==> src/rtl/mc_readout_pkg.sv <==
// Shared types and helpers for the register readout serializer.
// State encoding is a plain 2-bit vector so it can be inspected on legacy probes.
package mc_readout_pkg;

  typedef logic [1:0] state_t;

  localparam state_t ST_IDLE  = 2'd0;
  localparam state_t ST_START = 2'd1;
  localparam state_t ST_DATA  = 2'd2;
  localparam state_t ST_STOP  = 2'd3;

  // Cycles from the first start-bit cycle to the last stop-bit cycle.
  function automatic int unsigned frame_cycles(input int unsigned width,
                                               input int unsigned bit_ticks);
    return (width + 2) * bit_ticks;
  endfunction

endpackage

==> src/rtl/mc_tick_counter.sv <==
// Bit-period prescaler: WRAP marks the last cycle of each serial bit while enabled.
// Holds at zero whenever EN is low so every frame starts on a fresh bit period.
module mc_tick_counter #(
  parameter int BIT_TICKS = 4
) (
  input  logic CLK,
  input  logic ARST_N,
  input  logic EN,
  output logic WRAP
);

  localparam int CW = (BIT_TICKS > 1) ? $clog2(BIT_TICKS) : 1;
  localparam logic [CW-1:0] LAST_TICK = CW'(BIT_TICKS - 1);

  logic [CW-1:0] cnt_q;
  logic [CW-1:0] cnt_d;

  always_comb begin
    cnt_d = cnt_q;
    if (!EN || (cnt_q == LAST_TICK)) begin
      cnt_d = '0;
    end else begin
      cnt_d = cnt_q + CW'(1);
    end
  end

  always_ff @(posedge CLK or negedge ARST_N) begin
    if (!ARST_N) begin
      cnt_q <= '0;
    end else begin
      cnt_q <= cnt_d;
    end
  end

  assign WRAP = EN && (cnt_q == LAST_TICK);

endmodule

==> src/rtl/mc_reg_readout.sv <==
// Snapshot a register value and shift it out as a framed one-wire stream:
// start bit (0), data LSB first, stop bit (1), each bit held BIT_TICKS cycles.
module mc_reg_readout
  import mc_readout_pkg::*;
#(
  parameter int WIDTH     = 8,
  parameter int BIT_TICKS = 4
) (
  input  logic             CLK,
  input  logic             ARST_N,
  input  logic             SNAP_VALID,
  input  logic [WIDTH-1:0] SNAP_DATA,
  output logic             SNAP_READY,
  output logic             TX,
  output logic             BUSY,
  output logic             DONE
);

  localparam int IW = (WIDTH > 1) ? $clog2(WIDTH) : 1;
  localparam logic [IW-1:0] LAST_BIT = IW'(WIDTH - 1);

  state_t           state_q, state_d;
  logic [WIDTH-1:0] shift_q, shift_d;
  logic [IW-1:0]    bit_idx_q, bit_idx_d;
  logic             tx_q, tx_d;
  logic             busy_q, busy_d;
  logic             done_q, done_d;
  logic             tick_en;
  logic             bit_wrap;

  assign tick_en = (state_q != ST_IDLE);

  mc_tick_counter #(
    .BIT_TICKS(BIT_TICKS)
  ) u_tick (
    .CLK   (CLK),
    .ARST_N(ARST_N),
    .EN    (tick_en),
    .WRAP  (bit_wrap)
  );

  always_comb begin
    state_d   = state_q;
    shift_d   = shift_q;
    bit_idx_d = bit_idx_q;
    done_d    = 1'b0;
    case (state_q)
      ST_IDLE: begin
        if (SNAP_VALID && SNAP_READY) begin
          state_d = ST_START;
          shift_d = SNAP_DATA;
        end
      end
      ST_START: begin
        if (bit_wrap) state_d = ST_DATA;
      end
      ST_DATA: begin
        if (bit_wrap) begin
          shift_d = shift_q >> 1;
          if (bit_idx_q == LAST_BIT) begin
            bit_idx_d = '0;
            state_d   = ST_STOP;
          end else begin
            bit_idx_d = bit_idx_q + IW'(1);
          end
        end
      end
      ST_STOP: begin
        if (bit_wrap) begin
          state_d = ST_IDLE;
          done_d  = 1'b1;
        end
      end
      default: state_d = ST_IDLE;
    endcase
  end

  // Outputs are decoded from the next state so they line up with the state they describe.
  always_comb begin
    busy_d = (state_d != ST_IDLE);
    case (state_d)
      ST_START: tx_d = 1'b0;
      ST_DATA:  tx_d = shift_d[0];
      default:  tx_d = 1'b1;
    endcase
  end

  always_ff @(posedge CLK or negedge ARST_N) begin
    if (!ARST_N) begin
      state_q   <= ST_IDLE;
      shift_q   <= '0;
      bit_idx_q <= '0;
      tx_q      <= 1'b1;
      busy_q    <= 1'b0;
      done_q    <= 1'b0;
    end else begin
      state_q   <= state_d;
      shift_q   <= shift_d;
      bit_idx_q <= bit_idx_d;
      tx_q      <= tx_d;
      busy_q    <= busy_d;
      done_q    <= done_d;
    end
  end

  assign SNAP_READY = (state_q == ST_IDLE);
  assign TX         = tx_q;
  assign BUSY       = busy_q;
  assign DONE       = done_q;

endmodule

==> config.mk <==
export PLATFORM = sky130hd
export DESIGN_NAME = mc_reg_readout
export DESIGN_NICKNAME = d
export VERILOG_FILES = /design/src/rtl/mc_readout_pkg.sv /design/src/rtl/mc_tick_counter.sv /design/src/rtl/mc_reg_readout.sv
export SDC_FILE = /design/constraint.sdc
export NUM_CORES = 1
export LEC_CHECK = 0
export BUFFER_PORTS_ARGS = -buffer_cell sky130_fd_sc_hd__buf_2
export CORE_MARGIN = 4
export CORE_UTILIZATION = 56
export CTS_CLUSTER_DIAMETER = 40
export DETAILED_ROUTE_END_ITERATION = 8
export PLACE_DENSITY_LB_ADDON = 0.1
export SLEW_MARGIN = 0
export SYNTH_ARGS = -nofsm -noshare
export SYNTH_HDL_FRONTEND = slang
export SYNTH_SLANG_ARGS = --single-unit
==> constraint.sdc <==
create_clock -name CLK -period 3.05 [get_ports CLK]
set_clock_uncertainty 0.2 [all_clocks]
set_input_delay 0.61 -clock CLK [delete_from_list [all_inputs] [get_ports CLK]]
set_output_delay 0.61 -clock CLK [all_outputs]
set_load 0.02 [all_outputs]
# Word level (Yosys, flattened, before mapping)
# Index checks and enable logic that the tools add are counted.
# totals
register_bits	18
inputBits	11
output_inout_bits	4
elab_cells	43
# op_classes
addsub	2
eq_ne	9
n_mux	14
n_reduce_logical	10
# ops
cell	n
$mux 8	2
$pmux 8 s2	1
$mux 2	6
$eq 2x2->1 const B	4
$pmux 2 s4	1
$reduce_bool 2->1	3
$eq 2x1->1 const B	2
$add 3x1->3 const B	1
$eq 3x3->1 const B	1
$mux 3	1
$reduce_and 3->1	1
$add 2x1->2 const B	1
$logic_and 1x1->1	2
$logic_not 2->1	1
$mux 1	2
$ne 2x1->1 const B	1
$ne 2x2->1 const B	1
$pmux 1 s2	1
$reduce_and 2->1	1
$logic_not 1->1	1
$logic_or 1x1->1	1

# Longest topological paths before layout
# Gate-level depths: netlist of run 1.
# depth
word_depth	6
depth_mapped	6
mapped_depth_nobuf	5

# Cells and area by module
# Synthesis of run 1 repeated with hierarchy kept, for this count alone.
# hier_totals
hier_cells	73
hier_area_um2	848.3
# by_module_without_submodules
mod	instances	cells_per_inst	area_each_um2	seq_area_each_um2
mc_reg_readout	1	67	757.0	401.6
mc_tick_counter	1	6	91.3	50.0

# Least setup slack after synthesis of run 1
# No wires, ideal clock.
# synth_timing
path_type	flip-flop to output port
start	register state_q[1]
end	output SNAP_READY
t_arrival_ps	896
required_time_ps	2240
path_slack_ps	1344
stages_incl_launch_ff	4
path_buffers	2
path_cell_list	dfrtp_1 -> buf_4 -> nor2_1 -> buf_2
# synth_between
elab_chain_len	1
# synth_lines
element	line	source
start: declaration	mc_reg_readout.sv:22	state_t state_q, state_d;
start signal: assignment	mc_reg_readout.sv:97	state_q <= state_d;
$logic_not 2->1	mc_reg_readout.sv:106	assign SNAP_READY = (state_q == ST_IDLE);
end: declaration	mc_reg_readout.sv:13	output logic SNAP_READY,
# Every way passes these cells.

# Final worst setup path of run 1
# Same ends and word-level chain as after synthesis.

==> impl_metrics.py, run 1 <==
metrics = {
    "power_and_ir_drop": {
        "power.share.clock_pct": 17.0,
        "p_int_mw": 0.555,
        "p_leak_nw": 0.481,
        "ir_drop_v": 0.000515,
        "combPwrFrac_pct": 34.1,
        "overall_power_consumption_mw": 0.831,
        "swShare_pct": 33.2,
        "share_seq_of_total_power_pct": 48.9,
        "power.net_switching_mw": 0.276,
        "pwr_density_nw_per_um2": 902,
    },
    "synthesis": {
        "synth_top_cells_by_count": "sky130_fd_sc_hd__dfrtp_1, sky130_fd_sc_hd__and3_1, sky130_fd_sc_hd__a221o_1",
        "post-synth-top-count-cell": "sky130_fd_sc_hd__dfrtp_1",
        "async_s_r_ff_share_synth_pct": 100,
        "number_of_register_bits_inferred_by_synthesis": 18,
        "synth.top_cells.by_area": "sky130_fd_sc_hd__dfrtp_1, sky130_fd_sc_hd__a221o_1, sky130_fd_sc_hd__and3_1",
        "synthDistinctLibCells": 28,
        "syn-instance-count": 68,
        "top_reg_cell_synth": "sky130_fd_sc_hd__dfrtp_1",
        "ys.warnings.count": 0,
        "synth_edf_count": 0,
        "synthDominantCellAreaShare_pct": 51.1,
        "synth_fp_nets": 82,
        "sequential_area_share_after_synthesis_pct": 54.3,
        "synth.cell_area_sq_um": 832,
        "syn-mean-instance-area_sq_um": 12.2,
        "yosys.area.top_type": "sky130_fd_sc_hd__dfrtp_1",
    },
    "cells_and_area": {
        "stdcell_area_sq_um": 921,
        "final_layout_size_suffix_gt1_share_pct": 29.6,
        "design.final.nets": 96,
        "layout-area-overhead-vs-synth_pct": 10.7,
        "n_antenna_cell": 0,
    },
    "global_route": {
        "global_route_total_usage_across_every_layer_pct": 14.3,
        "first_global_vias": 524,
        "grt_start_max_net_pins": 19,
        "grt_first_pass_wirelength_um": 2190,
        "antenna_found_initial": 0,
        "global_route.overflow_total": 0,
    },
    "timing": {
        "worst_case_headroom_to_the_max_slew_limit_pct": 65.3,
        "setup_viol": 0,
        "unrepaired_setup_endpoints_after_global_routing": "no",
        "timing.final.crit_period_ns": 2.09,
        "timing.final.ws_setup_ns": 0.959,
        "hold_slack_ns": 0.0279,
        "max_clock_freq_ghz": 0.478,
        "fin_crit_share_pct": 68.6,
        "timing.final.max_slew_violations": 0,
        "worst_slew_pin_slew_ns": 0.521,
        "setup_total_neg_slack_ns": 0,
        "timing_hold_violations_final": 0,
    },
    "setup_path": {
        "worst_r2r_endpoint": "shift_q[6]",
        "worstSetupStartpoint": "state_q[1]",
        "origin_of_the_critical_flop_to_flop_path": "u_tick.cnt_q[0]",
        "worstPathCellList": "nor2_1 -> buf_4 -> buf_2",
        "crit_path_start_kind": "register",
        "slowest_stage": "sky130_fd_sc_hd__dfrtp_1",
        "timing.critical_path.required_ns": 2.24,
        "critical-path-max-stage-delay_ns": 0.49,
        "setup.reg_to_reg.worst_slack_ns": 1.17,
        "worstSetupEndpoint": "SNAP_READY",
        "worstSetupPathType": "register to output pin",
        "crit_arrival_ns": 1.28,
        "worst_setup_path_end_kind": "output pin",
        "path_max_fanout": 13,
        "r2r.worst_path.cells": 4,
    },
    "run_status": {
        "status": "complete, no violations",
    },
    "clock_tree": {
        "tritoncts.num_buffers": 3,
        "post_cts.repair.setup_buffers": 0,
        "clkLatencyLatePin_ns": 0.29,
        "tritoncts_sink_count": 18,
        "cts_repair_resize_count": 0,
        "clock-root-buffer": "sky130_fd_sc_hd__clkbuf_4",
        "cts_max_path_buffers": 2,
        "cts_tree": "built",
        "cts.clk_slew.worst_paths_ns": 0.10,
        "hold_buffers": 0,
        "ctsHtreeMaxLevel": 1,
    },
    "floorplanning": {
        "start_util_pct": 61.6,
        "dieHeight_um": 46.5,
        "core-area_sq_um": 1350,
        "die-area_sq_um": 2170,
        "floorplan.die.width_um": 46.5,
        "boundaryPins": 15,
        "placement_rows": 13,
    },
    "hold_path": {
        "hold_path.class": "input port to async pin",
    },
    "placed_design": {
        "hpwl_um": 959,
        "dpl-instance-area_sq_um": 885,
        "place.gp.congestion": 0.711,
        "port_buffers": 14,
        "placement.setup.worst_slack_ns": 1.21,
    },
    "route": {
        "antenna_violating_nets_post_route": 0,
        "drt-initial-drc-count": 19,
        "wire_per_inst_um": 13.8,
        "drt-total-wl_um": 1320,
        "routed_via_density": 5.91,
        "post-route-drc-count": 0,
        "dr.pass1.iters": 5,
        "detailroute.via_count": 567,
    },
    "run": {
        "timing.max_cap.violations": 0,
    },
}
-- final cells by class --
type	count	area, sq um
clock buffers	4	36.3
fillers	114	429
inverters	1	3.75
multi-input cells	43	333
flip-flops and latches	18	452
well taps	15	18.8
repair buffers	15	77.6
-- power by group through the flow --
| stage | Clock [mW] | Sequential (mW) | Combinational (mW) |
|---|---|---|---|
| after global routing | 0.157 | 0.422 | 0.322 |
| after detailed placement | 0 | 0.410 | 0.285 |
| after floorplan | 0 | 0.392 | 0.247 |
| after CTS | 0.146 | 0.405 | 0.286 |
| after global placement | 0 | 0.407 | 0.280 |
| final | 0.142 | 0.406 | 0.283 |
-- worst max-delay path: cells and delay by family, from the launching register on --
family / cells / cell delay [ns]
flops: 1 / 0.49
simple gates: 1 / 0.14
buf+inv: 2 / 0.36
-- metrics by stage --
step                cells  utilization, %
floorplan              68               -
global placement       92            65.5
detailed placement     92            65.5
CTS                    96            68.2
global route           96            68.2
finish                 96            68.2
-- layout by cell type, fill, tap and decap left out --
| cell | n |
|---|---|
| sky130_fd_sc_hd__and3_1 | 7 |
| sky130_fd_sc_hd__clkbuf_4 | 3 |
| sky130_fd_sc_hd__a31oi_1 | 3 |
| sky130_fd_sc_hd__buf_2 | 14 |
| sky130_fd_sc_hd__buf_4 | 1 |
| sky130_fd_sc_hd__a211o_1 | 1 |
| sky130_fd_sc_hd__clkbuf_8 | 1 |
| sky130_fd_sc_hd__nor2b_1 | 1 |
| sky130_fd_sc_hd__nand2b_1 | 1 |
| sky130_fd_sc_hd__nor3_1 | 2 |
| sky130_fd_sc_hd__nor3b_1 | 1 |
| sky130_fd_sc_hd__dfrtp_1 | 17 |
| sky130_fd_sc_hd__and4b_1 | 1 |
| sky130_fd_sc_hd__o21ai_0 | 1 |
| sky130_fd_sc_hd__inv_1 | 1 |
| sky130_fd_sc_hd__nor2_1 | 3 |
| sky130_fd_sc_hd__a21oi_1 | 2 |
| sky130_fd_sc_hd__nand2_1 | 2 |
| sky130_fd_sc_hd__xnor2_1 | 1 |
| sky130_fd_sc_hd__mux2_2 | 3 |
| sky130_fd_sc_hd__a32o_1 | 1 |
| sky130_fd_sc_hd__a21o_1 | 1 |
| sky130_fd_sc_hd__or2b_1 | 1 |
| sky130_fd_sc_hd__a221o_1 | 6 |
| sky130_fd_sc_hd__ha_1 | 3 |
| sky130_fd_sc_hd__mux2i_1 | 1 |
| sky130_fd_sc_hd__dfstp_2 | 1 |
| sky130_fd_sc_hd__and3b_4 | 1 |
-- worst min-delay path by stage --
| stage | end | slack, ns |
|---|---|---|
| finish | DONE | 0.03 |
| global route | BUSY | 0.03 |
| CTS | BUSY | 0.03 |
| detailed placement | u_tick.cnt_q[0] | 0.23 |
| global placement | u_tick.cnt_q[0] | 0.23 |
| floorplan | BUSY | 0.11 |
-- flip-flops by register name, summed over array words and instances, names as in the netlist --
name / count
BUSY: 1
DONE: 1
TX: 1
bit_idx_q: 3
shift_q: 8
state_q: 2
u_tick.cnt_q: 2
-- cell families after synthesis --
logic type / share of synthesized area (%)
AOI/OAI and AO/OA: 14.4
xor gates and xnor gates: 1.05
adders and majority gates: 4.51
buffers and inverters: 5.71
DFF: 54.3
muxes: 5.26
and+or+nand+nor: 14.7
-- per-layer routing --
layer  vias up  share of wire [%]  GRT usage [%]
met1       267                 45           19.7
met3         3                7.6           2.73
li1        276                  -              -
met5         -                  0              0
met4         0                1.4           6.82
met2        21                 46           21.4
Power figures use the tool's default switching activity.
==> run 2: changes to the inputs <==
Settings changed: CORE_UTILIZATION 56 to 52.
Clock period 3.05 ns to 2 ns, I/O delays scaled along.
==> impl_metrics.py, run 2 (same netlist as run 1, synthesis figures left out) <==
metrics = {
    "cells_and_area": {
        "n_antenna_cell": 0,
        "final_layout_size_suffix_gt1_share_pct": 30.6,
        "stdcell_area_sq_um": 945,
        "reg.largest.list": "shift_q: 8 flops, bit_idx_q: 3 flops",
        "multi_input_gate_area_sq_um": 333,
        "seq_area_sq_um": 452,
        "registers.top_by_ff_count": "shift_q",
        "most-common-layout-cells": "sky130_fd_sc_hd__dfrtp_1, sky130_fd_sc_hd__buf_2, sky130_fd_sc_hd__and3_1",
        "largest_register_ff_count": 8,
        "mostFrequentLayoutCell": "sky130_fd_sc_hd__dfrtp_1",
        "design.final.nets": 100,
        "fillCellCount": 122,
        "layout-area-overhead-vs-synth_pct": 13.5,
    },
    "clock_tree": {
        "ctsHtreeMaxLevel": 1,
        "cts_tree": "built",
        "cts_repair_resize_count": 0,
        "cts_max_path_buffers": 2,
        "clock-root-buffer": "sky130_fd_sc_hd__clkbuf_4",
        "cts.clk_slew.worst_paths_ns": 0.09,
        "post_cts.repair.setup_buffers": 0,
        "clkLatencyLatePin_ns": 0.29,
        "tritoncts.num_buffers": 3,
        "tritoncts_sink_count": 18,
    },
    "floorplanning": {
        "boundaryPins": 15,
        "dieHeight_um": 48,
        "start_util_pct": 55.2,
        "die-area_sq_um": 2300,
        "placement_rows": 14,
        "core-area_sq_um": 1510,
        "floorplan.die.width_um": 48,
    },
    "setup_path": {
        "critical-path-max-stage-delay_ns": 0.46,
        "crit_arrival_ns": 1.28,
        "path_depth": 2,
        "worstPathCellList": "nor2_1 -> buf_2",
        "worst_setup_path_end_kind": "output pin",
        "worst_r2r_endpoint": "shift_q[6]",
        "setup.reg_to_reg.worst_slack_ns": 0.29,
        "r2r.worst_path.cells": 4,
        "worstPathBufferInverterCount": 1,
        "path_max_fanout": 10,
        "crit_path_start_kind": "register",
        "origin_of_the_critical_flop_to_flop_path": "state_q[0]",
        "slowest_stage": "sky130_fd_sc_hd__dfrtp_1",
        "crit_family": "flip-flops",
        "worstSetupPathType": "register to output pin",
        "timing.critical_path.required_ns": 1.40,
    },
    "route": {
        "dr.pass1.iters": 4,
        "routed_via_density": 5.45,
        "wire_per_inst_um": 14.0,
        "post-route-drc-count": 0,
        "detailroute.via_count": 550,
        "antenna_violating_nets_post_route": 0,
        "drt-total-wl_um": 1410,
        "drt-initial-drc-count": 9,
    },
    "run": {
        "timing.max_cap.violations": 0,
    },
    "run_status": {
        "status": "complete, no violations",
    },
    "power_and_ir_drop": {
        "power.net_switching_mw": 0.433,
        "power.share.clock_pct": 14.1,
        "swShare_pct": 34.0,
        "pwr_density_nw_per_um2": 1350,
        "p_int_mw": 0.840,
        "ir_drop_v": 0.000804,
        "share_seq_of_total_power_pct": 47.3,
        "combPwrFrac_pct": 38.6,
        "p_leak_nw": 0.494,
    },
    "placed_design": {
        "place.gp.congestion": 0.769,
        "port_buffers": 14,
        "placement.setup.worst_slack_ns": 0.296,
        "dpl-instance-area_sq_um": 908,
        "hpwl_um": 1070,
    },
    "hold_path": {
        "min-delay-start": "SNAP_DATA[0]",
        "hold_path_depth": 3,
        "hold_path.class": "input port to register",
        "whs_endpoint": "shift_q[0]",
    },
    "global_route": {
        "global_route_total_usage_across_every_layer_pct": 14.5,
        "grt_first_pass_wirelength_um": 2300,
        "grt_start_max_net_pins": 19,
        "antenna_found_initial": 0,
        "first_global_vias": 517,
        "global_route.overflow_total": 0,
    },
    "timing": {
        "max_clock_freq_ghz": 0.532,
        "setup_viol": 0,
        "worst_case_headroom_to_the_max_slew_limit_pct": 74.8,
        "timing.final.ws_setup_ns": 0.122,
        "hold_slack_ns": 0.153,
        "unrepaired_setup_endpoints_after_global_routing": "no",
        "timing_hold_violations_final": 0,
        "fin_crit_share_pct": 93.9,
        "setup_total_neg_slack_ns": 0,
        "timing.final.max_slew_violations": 0,
        "worst_slew_pin_slew_ns": 0.377,
        "timing.final.crit_period_ns": 1.88,
    },
}
## run 2: cell types whose count changed in the layout (fill, tap and decap cells not counted)
| cell | change |
|---|---|
| sky130_fd_sc_hd__buf_4 | +3 |
| sky130_fd_sc_hd__clkbuf_1 | +1 |
| sky130_fd_sc_hd__clkbuf_8 | -1 |
| sky130_fd_sc_hd__dlygate4sd3_1 | +1 |
## run 2: final cells by class
type,count,area share [%]
multi-input combinational,43,35.2
timing repair buffer,19,11.7
tap,16,2.12
clock buffer,4,2.78
inverter,1,0.397
sequential,18,47.8
## run 2: stage by stage
step / utilization, % / std cells / total power [mW]
5_1_grt: 62.7 / 101 / 1.37
3_5_place_dp: 60.3 / 96 / 1.10
6_report: 62.7 / 101 / 1.27
3_3_place_gp: 60.3 / 96 / 1.09
2_1_floorplan: - / 68 / 0.974
4_1_cts: 62.7 / 101 / 1.28
## run 2: worst reg2reg max path, cell delays in order (launching register included)
cell	delay, ns
sky130_fd_sc_hd__dfrtp_1	0.46
sky130_fd_sc_hd__and3b_4	0.42
sky130_fd_sc_hd__a21oi_1	0.06
sky130_fd_sc_hd__buf_4	0.17
sky130_fd_sc_hd__a221o_1	0.30
## run 2: how the worst max path moves through the flow
stage,start,slack (ns),endpoint
after floorplan,u_tick.cnt_q[0],0.31,TX
after global placement,state_q[0],0.31,shift_q[6]
after detailed placement,state_q[0],0.30,shift_q[6]
after CTS,state_q[0],0.11,SNAP_READY
after global routing,state_q[0],0.01,SNAP_READY
final,state_q[0],0.12,SNAP_READY
## run 2: layer usage
| layer | GRT usage (%) | wire length, um | up-vias |
|---|---|---|---|
| met4 | 3.76 | 9 | 0 |
| li1 | - | - | 287 |
| met1 | 19.0 | 651 | 247 |
| met2 | 21.6 | 657 | 14 |
| met3 | 6.77 | 95 | 2 |
| met5 | 0 | 0 | - |
## run 2: repair_timing
action                                 4_1_cts  5_1_grt
hold buffers                                 1        0
setup endpoints to repair                    0        0
endpoints found under the hold margin       17        0
## run 2: power by group through the flow
| stage | registers, mW | clock network [mW] | logic, mW |
|---|---|---|---|
| 2_1_floorplan | 0.598 | 0 | 0.376 |
| 3_3_place_gp | 0.604 | 0 | 0.486 |
| 3_5_place_dp | 0.610 | 0 | 0.493 |
| 4_1_cts | 0.601 | 0.187 | 0.497 |
| 5_1_grt | 0.617 | 0.210 | 0.547 |
| 6_report | 0.603 | 0.179 | 0.491 |
==> run 3: changes to the inputs <==
Settings changed: BUFFER_PORTS_ARGS -buffer_cell sky130_fd_sc_hd__buf_2 to not set, CORE_UTILIZATION 52 to 59, DONT_BUFFER_PORTS set to 1.
==> impl_metrics.py, run 3 (same netlist as run 1, synthesis figures left out) <==
metrics = {
    "route": {
        "routed_via_density": 5.86,
        "drt-initial-drc-count": 15,
        "post-route-drc-count": 0,
        "antenna_violating_nets_post_route": 0,
        "wire_per_inst_um": 14.7,
        "detailroute.via_count": 516,
        "dr.pass1.iters": 4,
        "drt-total-wl_um": 1300,
    },
    "cells_and_area": {
        "reg.largest.list": "shift_q: 8 flops, bit_idx_q: 3 flops",
        "n_antenna_cell": 0,
        "registers.top_by_ff_count": "shift_q",
        "final-instance-count-excl-fill": 88,
        "most-common-layout-cells": "sky130_fd_sc_hd__dfrtp_1, sky130_fd_sc_hd__and3_1, sky130_fd_sc_hd__a221o_1, sky130_fd_sc_hd__buf_4",
        "largest_register_ff_count": 8,
        "final_layout_size_suffix_gt1_share_pct": 19.2,
        "stdcell_area_sq_um": 888,
        "design.final.nets": 88,
        "mostFrequentLayoutCell": "sky130_fd_sc_hd__dfrtp_1",
        "layout-area-overhead-vs-synth_pct": 6.77,
        "finalCoreUtilization_pct": 67.4,
        "fillCellCount": 96,
    },
    "power_and_ir_drop": {
        "combPwrFrac_pct": 35.1,
        "p_leak_nw": 0.446,
        "ir_drop_v": 0.000746,
        "share_seq_of_total_power_pct": 50.5,
        "power.net_switching_mw": 0.418,
        "overall_power_consumption_mw": 1.25,
        "swShare_pct": 33.3,
        "p_int_mw": 0.835,
        "pwr_density_nw_per_um2": 1410,
        "power.share.clock_pct": 14.4,
    },
    "global_route": {
        "global_route.overflow_total": 0,
        "global_route_total_usage_across_every_layer_pct": 14.9,
        "grt_start_max_net_pins": 19,
        "antenna_found_initial": 0,
        "first_global_vias": 475,
        "grt_first_pass_wirelength_um": 2080,
    },
    "timing": {
        "setup_total_neg_slack_ns": 0,
        "timing.final.crit_period_ns": 1.82,
        "timing.final.max_slew_violations": 0,
        "max_clock_freq_ghz": 0.550,
        "unrepaired_setup_endpoints_after_global_routing": "no",
        "setup_viol": 0,
        "hold_slack_ns": 0.0433,
        "fin_crit_share_pct": 90.9,
        "timing_hold_violations_final": 0,
        "worst_case_headroom_to_the_max_slew_limit_pct": 49.0,
        "worst_slew_pin_slew_ns": 0.762,
        "timing.final.ws_setup_ns": 0.182,
    },
    "setup_path": {
        "crit_path_start_kind": "register",
        "worst_setup_path_end_kind": "output pin",
        "crit_arrival_ns": 1.22,
        "path_max_fanout": 9,
        "timing.critical_path.required_ns": 1.40,
        "worstSetupPathType": "register to output pin",
    },
    "placed_design": {
        "hpwl_um": 926,
        "placement.setup.worst_slack_ns": 0.322,
        "port_buffers": 0,
        "place.gp.congestion": 0.732,
        "post-place-cells": 83,
        "dpl-instance-area_sq_um": 852,
    },
    "floorplanning": {
        "placement_rows": 13,
        "start_util_pct": 63.2,
        "core-area_sq_um": 1320,
        "dieHeight_um": 45.6,
        "floorplan.die.width_um": 45.6,
        "boundaryPins": 15,
        "die-area_sq_um": 2080,
    },
    "run_status": {
        "status": "complete, no violations",
    },
    "clock_tree": {
        "cts.clk_slew.worst_paths_ns": 0.10,
        "cts_repair_resize_count": 0,
        "ctsHtreeMaxLevel": 1,
        "cts_tree": "built",
        "clock-root-buffer": "sky130_fd_sc_hd__clkbuf_4",
        "clkLatencyLatePin_ns": 0.29,
        "tritoncts_sink_count": 18,
        "cts_max_path_buffers": 2,
        "tritoncts.num_buffers": 3,
    },
    "hold_path": {
        "hold_path.class": "input port to register",
    },
    "run": {
        "timing.max_cap.violations": 0,
    },
}
## run 3: changes by cell type in the layout (fill, tap and decap cells not counted)
cell                    delta
sky130_fd_sc_hd__buf_2    -14
sky130_fd_sc_hd__buf_4     +2
## run 3: area by class of cell
| cell class | instances | area [sq um] | area share [%] |
|---|---|---|---|
| Inverter | 1 | 3.75 | 0.423 |
| Tap cell | 15 | 18.8 | 2.11 |
| Timing Repair Buffer | 7 | 55.1 | 6.20 |
| Sequential cell | 18 | 452 | 50.8 |
| Clock buffer | 4 | 26.3 | 2.96 |
| Multi-Input combinational cell | 43 | 333 | 37.5 |
## run 3: worst paths after layout
path	from	to	slack, ns	depth (start not counted)
max	state_q[0]	SNAP_READY	0.18	3
max reg2reg	state_q[1]	shift_q[4]	0.32	4
min	SNAP_VALID	BUSY	0.04	2
max in group asynchronous	ARST_N	shift_q[7]	0.70	1
min in group asynchronous	ARST_N	shift_q[3]	0.42	1
min reg2reg	u_tick.cnt_q[0]	u_tick.cnt_q[0]	0.24	1
## run 3: routing by layer
metal | GRT usage [%] | wire length, um
met3 | 6.72 | 84
met2 | 20.1 | 536
met1 | 18.8 | 661
met4 | 10.5 | 14
met5 | 0 | 0
## run 3: repair_timing
action | 4_1_cts | 5_1_grt
hold endpoints to repair | 18 | 0
endpoints found under the setup margin | 0 | 0
hold buffers | 1 | 0
setup buffers | 0 | 0
## run 3: worst max-delay path, stage by stage (launching register included)
cell and delay (ns):
sky130_fd_sc_hd__dfrtp_1 0.39, sky130_fd_sc_hd__buf_4 0.16, sky130_fd_sc_hd__nor2_1 0.17, sky130_fd_sc_hd__buf_4 0.21
## run 3: power groups by stage
stage               clock network, mW  logic (mW)  registers (mW)
floorplan                           0       0.376           0.598
global placement                    0       0.428           0.637
detailed placement                  0       0.433           0.638
CTS                             0.192       0.441           0.631
global route                    0.205       0.489           0.652
finish                          0.181       0.439           0.632
